--- config.mk ---
export PLATFORM = sky130hd
export DESIGN_NAME = mac_out_drain
export DESIGN_NICKNAME = d
export VERILOG_FILES = /design/src/rtl/mac_out_drain.sv
export SDC_FILE = /design/constraint.sdc
export NUM_CORES = 2
export LEC_CHECK = 0
export BUFFER_PORTS_ARGS = -buffer_cell sky130_fd_sc_hd__buf_2
export CELL_PAD_IN_SITES_DETAIL_PLACEMENT = 0
export CELL_PAD_IN_SITES_GLOBAL_PLACEMENT = 2
export CORE_UTILIZATION = 41
export DETAILED_ROUTE_END_ITERATION = 10
export MAX_ROUTING_LAYER = met4
export PLACE_DENSITY = 0.95
export SYNTH_ARGS = -nofsm -noshare
export SYNTH_HDL_FRONTEND = slang
export SYNTH_SLANG_ARGS = --single-unit
--- constraint.sdc ---
create_clock -name clk -period 26.6 [get_ports clk]
set_input_delay 6.65 -clock clk [delete_from_list [all_inputs] [get_ports clk]]
set_output_delay 6.65 -clock clk [all_outputs]
set_load 0.02 [all_outputs]
--- src/rtl/mac_out_drain.sv ---
// mac_out_drain: output stage of the MAC bank.
// Captures a vector of N_MAC signed accumulators per vld_i pulse, adds a shared
// bias, rounds/shifts/saturates each result to a byte, holds up to two vectors
// in a ping-pong buffer and streams them as LANES-byte beats over valid/ready.
// Optional build macro: MAC_OUT_RELU_EN (clamps negative output bytes to zero).
module mac_out_drain #(
    parameter int unsigned N_MAC  = 12,
    parameter int unsigned ACC_W  = 20,
    parameter int unsigned BIAS_W = 16,
    parameter int unsigned LANES  = 4
) (
    input  logic                   clk,
    input  logic                   rst,
    input  logic                   vld_i,
    input  logic [N_MAC*ACC_W-1:0] iAcc,
    input  logic [BIAS_W-1:0]      iBias,
    input  logic [3:0]             iShift,
    output logic                   rdy_o,
    output logic [LANES*8-1:0]     oData,
    output logic                   oValid,
    input  logic                   iReady,
    output logic                   oLast,
    output logic                   oOvf
);

    localparam int unsigned SUM_W     = 22;
    localparam int unsigned VEC_W     = N_MAC * 8;
    localparam int unsigned BEAT_BITS = LANES * 8;
    localparam int unsigned BEATS     = N_MAC / LANES;
    localparam int unsigned BEAT_W    = (BEATS > 1) ? $clog2(BEATS) : 1;

    localparam logic [BEAT_W-1:0]       LAST_BEAT = BEAT_W'(BEATS - 1);
    localparam logic signed [SUM_W-1:0] SAT_MAX   = SUM_W'(127);
    localparam logic signed [SUM_W-1:0] SAT_MIN   = SUM_W'(-128);

    typedef enum logic {
        S_IDLE = 1'b0,
        S_SEND = 1'b1
    } state_t;

    state_t              r_state;
    state_t              w_state_nxt;
    logic [BEAT_W-1:0]   r_beat;
    logic [BEAT_W-1:0]   w_beat_nxt;
    logic [BEAT_BITS-1:0] r_data;
    logic [BEAT_BITS-1:0] w_data_nxt;
    logic [VEC_W-1:0]    r_buf [2];
    logic [VEC_W-1:0]    w_q;
    logic                r_wptr;
    logic                r_rptr;
    logic [1:0]          r_cnt;
    logic [1:0]          w_cnt_nxt;
    logic                r_rdy;
    logic                r_ovf;
    logic                w_cap;
    logic                w_drop;
    logic                w_free;

    // Bias add, round-half-up, arithmetic shift and saturate one result to a byte.
    function automatic logic [7:0] quant(input logic [ACC_W-1:0]  acc,
                                         input logic [BIAS_W-1:0] bias,
                                         input logic [3:0]        sh);
        logic signed [SUM_W-1:0] s;
        logic [7:0]              q;
        s = SUM_W'($signed(acc)) + SUM_W'($signed(bias));
        if (sh != 4'd0) begin
            s = s + (SUM_W'(1) << (sh - 4'd1));
        end
        s = s >>> sh;
        if (s > SAT_MAX) begin
            q = 8'h7F;
        end else if (s < SAT_MIN) begin
            q = 8'h80;
        end else begin
            q = s[7:0];
        end
`ifdef MAC_OUT_RELU_EN
        if (q[7]) begin
            q = 8'h00;
        end
`else
        q = q;
`endif
        return q;
    endfunction

    // Select one beat (LANES consecutive bytes) out of a buffered vector.
    function automatic logic [BEAT_BITS-1:0] beat_of(input logic [VEC_W-1:0]  v,
                                                     input logic [BEAT_W-1:0] b);
        return v[int'(b)*BEAT_BITS +: BEAT_BITS];
    endfunction

    assign w_cap  = vld_i & r_rdy;
    assign w_drop = vld_i & ~r_rdy;

    // Quantize the incoming accumulator vector.
    always_comb begin
        w_q = '0;
        for (int k = 0; k < int'(N_MAC); k++) begin
            w_q[k*8 +: 8] = quant(iAcc[k*ACC_W +: ACC_W], iBias, iShift);
        end
    end

    // Streaming FSM: beat sequencing, output data load and entry release.
    always_comb begin
        w_state_nxt = r_state;
        w_beat_nxt  = r_beat;
        w_data_nxt  = r_data;
        w_free      = 1'b0;
        case (r_state)
            S_IDLE: begin
                if (r_cnt != 2'd0) begin
                    w_beat_nxt  = '0;
                    w_data_nxt  = beat_of(r_buf[r_rptr], '0);
                    w_state_nxt = S_SEND;
                end
            end
            S_SEND: begin
                if (iReady) begin
                    if (r_beat != LAST_BEAT) begin
                        w_beat_nxt = r_beat + 1'b1;
                        w_data_nxt = beat_of(r_buf[r_rptr], w_beat_nxt);
                    end else begin
                        w_free     = 1'b1;
                        w_beat_nxt = '0;
                        if (r_cnt == 2'd2) begin
                            w_data_nxt = beat_of(r_buf[~r_rptr], '0);
                        end else if (w_cap) begin
                            // Vector landing this cycle feeds beat 0 directly.
                            w_data_nxt = beat_of(w_q, '0);
                        end else begin
                            w_state_nxt = S_IDLE;
                        end
                    end
                end
            end
            default: begin
                w_state_nxt = S_IDLE;
            end
        endcase
    end

    // Occupancy update; a capture and a release in the same cycle cancel.
    always_comb begin
        w_cnt_nxt = r_cnt;
        if (w_cap && !w_free) begin
            w_cnt_nxt = r_cnt + 2'd1;
        end else if (!w_cap && w_free) begin
            w_cnt_nxt = r_cnt - 2'd1;
        end
    end

    // State, buffers, pointers and flags.
    always_ff @(posedge clk) begin
        if (rst) begin
            r_state  <= S_IDLE;
            r_beat   <= '0;
            r_data   <= '0;
            r_buf[0] <= '0;
            r_buf[1] <= '0;
            r_wptr   <= 1'b0;
            r_rptr   <= 1'b0;
            r_cnt    <= 2'd0;
            r_rdy    <= 1'b0;
            r_ovf    <= 1'b0;
        end else begin
            r_state <= w_state_nxt;
            r_beat  <= w_beat_nxt;
            r_data  <= w_data_nxt;
            r_cnt   <= w_cnt_nxt;
            r_rdy   <= (w_cnt_nxt != 2'd2);
            if (w_cap) begin
                r_buf[r_wptr] <= w_q;
                r_wptr        <= ~r_wptr;
            end
            if (w_free) begin
                r_rptr <= ~r_rptr;
            end
            if (w_drop) begin
                r_ovf <= 1'b1;
            end
        end
    end

    assign rdy_o  = r_rdy;
    assign oData  = r_data;
    assign oValid = (r_state == S_SEND);
    assign oLast  = (r_state == S_SEND) && (r_beat == LAST_BEAT);
    assign oOvf   = r_ovf;

endmodule

==> reports/summary.txt <==
Synth warn - 0
Largest net degree at the start of global routing - 131
Remaining global-route overflow - 0
Min cycle time layout - 13840 ps
PortBufs - 299
Crit Path Class - in -> reg
Ys flop type - edfxtp_1
Effective utilization at floorplan - 0.414
Cell Pwr Density - 50.3 nW/um^2
Total Neg Setup Slack - 0 ps
Setup ws final - 12760 ps
Global placer's final weighted congestion - 1.03
Vias in the first global route - 53700
Number of hold buffers added after cts - 0
Post-synth EDFFs - 192
Peak Freq - 0.0723 GHz
Worst Max-Slew Pin Slew - 1490 ps
Worst setup EP type - register
Deepest clock path buffer count - 3
Worst endpoint required time - 26900 ps
Leak pwr - 22.7 nW
Yosys top cell by area - edfxtp_1
Core area - 126000 sq um
Slowest CP cell - o21ai_0
Area contributors post-synth - edfxtp_1 (11%), ha_1 (10%), a21oi_1 (6.4%), nor2_1 (5.5%), nand2_1 (4.9%)
CTS tree - built
Failing checks - max-capacitance violations
Layout cells sized above 1 - 0.104
Synth async-reset ratio - 0
Final setup vio count - 0
Relative slew slack - 0.00389
Syn avg cell area - 7.30 sq um
Seq/Total Area, Yosys - 0.127
H-tree levels - 1
DRC violations left - 0
Cts bufs inserted - 25
Slowest stage delay, CP - 700 ps
Outcome - finished, violations left
WP buf/inv - 3
Clock Latency Late Sink - 550 ps
Total GRT Usage - 0.369
Final net count - 7879
Vias/cell - 6.77
Final period util - 0.520
Final wirelength - 242000 um
Area of the mapped netlist - 52100 sq um
Antenna violations before repair - 10
Clock root cell - clkbuf_16
Top cells by count, synth - nor2_1 (762), nand2_1 (678), a21oi_1 (662)
Synth cell types - 117
Final Slew Violations - 0
Postcts setup bufs - 0
Row count - 130
Startpoint Class - input pin
Die width - 358 um
DIE HEIGHT - 358 um
WL/cell - 27.4 um
Post-DRT Antenna Nets - 0
First-pass DRT Iterations - 8
Global-route wire length before repair - 350000 um
CP max FO - 130
#FFs+latches synth - 234
Worst Hold Class - reg -> reg
Vias - 59800
Worst-path clk slew - 60 ps
RSZ-0062 raised after global routing - false
Post-cts gate resize count - 0
Peak supply drop - 0.0000480 V
Number of fill cells - 13000
Most frequent cell after synthesis - nor2_1
Hold Violations, Final - 0
Setup Slack @ Placement - 12510 ps
Initial DRC Count - 7555
Arr. time, crit path - 14140 ps
DP Wirelength - 181000 um
Area share of the largest cell type after synthesis - 0.111
IO Pins - 300
Final Util - 0.446
DIE AREA - 128000 sq um
Worst hold slack - 486 ps
Family with the most delay on the worst path - compound AO/OA/AOI/OAI gates
Mapped Cells - 7129
Layout area overhead - 7.61%
Synthesized Nets - 7854
Clock Skew - 9.06 ps
Cells along the critical path - clkbuf_8 > buf_12 > nand2_1 > nor2_2 > buf_4 > ha_1 > o21a_1 > o21ai_0 > nor2b_1 > a211oi_1 > o22ai_1 > nor2_1 > a31oi_1 > nor3_1 > o21ai_0 > o2bb2ai_1 > a41o_1 > a41oi_1 > and2_0 > a21o_1
CP dominant cell by count - o21ai_0
CTS sink count - 234
Max-cap violations - 1
==> through the flow <==
stage                     total power, mW  cell area, sq um  std cells
final                                2.82             56000       8830
after global routing                 2.97             56000       8824
after CTS                            2.76             56000       8821
after detailed placement             2.36             55100       8777
after global placement               2.36             55100       8777
after floorplan                      1.80             52100       7129
==> cells in the final DEF (no fill, tap or decap), types with 46 or more instances in the layout <==
master	count
nor2_1	745
nand2_1	678
a21oi_1	661
ha_1	437
o21ai_0	427
buf_2	294
mux2i_1	254
a211oi_1	222
xnor2_1	221
edfxtp_1	192
a21o_1	190
nor3_1	178
inv_1	150
o21a_1	140
nand3_1	131
xor2_1	126
buf_4	117
o211ai_1	111
a31oi_1	108
nand4_1	86
and3_1	82
and2_1	79
mux2_2	76
o22ai_1	74
o31ai_1	69
nand2b_1	66
nor2b_1	59
a211o_1	52
or3_1	48
a311oi_1	46
a22oi_1	46
==> worst min-delay path: cells and delay by family (launching register included) <==
kind	cells	cell delay, ps
flops	1	330
simple gates	1	70
compound gates	1	60
==> state kept, by name, summed over array words and instances (netlist names), named ones only <==
name    cells
r_buf     192
oData      32
oValid      1
r_rptr      1
rdy_o       1
r_cnt       2
oOvf        1
r_wptr      1
r_beat      2
==> area by class of cell <==
cell class	instances	area, sq um	area share
sequential	234	6610	0.118
tap	1650	2060	0.0368
multi-input combinational	6318	43400	0.774
clock buffer	29	641	0.0114
inverter	157	612	0.0109
antenna	9	22.5	0.000402
timing repair buffer	418	2460	0.0439
clock inverter	15	253	0.00451
==> worst paths after layout <==
check                           slack (ps)  cells after the start      endpoint      start
worst max-delay path                 12760                     20  r_buf[1][82]  iShift[1]
worst min-delay path                   490                      2     oData[31]  oData[31]
worst max register to register       22610                     13     oData[25]  r_beat[0]
worst min register to register         490                      2     oData[31]  oData[31]
==> report_power, final <==
group          leakage (nW)  internal (mW)  switching (mW)
Clock                 0.435          0.240           0.155
Combinational          19.9          0.672            1.27
Sequential             2.35          0.445          0.0324
Total                  22.7           1.36            1.46
==> logic make-up (layout without fill, tap and decap cells) <==
| family | after synthesis | count (layout) | synth area share |
|---|---|---|---|
| AOI/OAI and AO/OA | 2783 | 2783 | 0.367 |
| adders and majority gates | 461 | 461 | 0.114 |
| other | 0 | 9 | 0 |
| DFF | 234 | 234 | 0.127 |
| xor gates and xnor gates | 349 | 349 | 0.0591 |
| and+or+nand+nor | 2368 | 2368 | 0.213 |
| buffers and inverters | 577 | 619 | 0.0425 |
| muxes | 357 | 357 | 0.0769 |
==> per-layer routing <==
metal	track usage	routed length [um]	up-vias
met2	0.547	103000	3093
li1	-	-	27600
met4	0.138	10400	0
met3	0.0562	23400	458
met5	-	0	-
met1	0.501	105000	28600
Power figures use the tool's default switching activity.
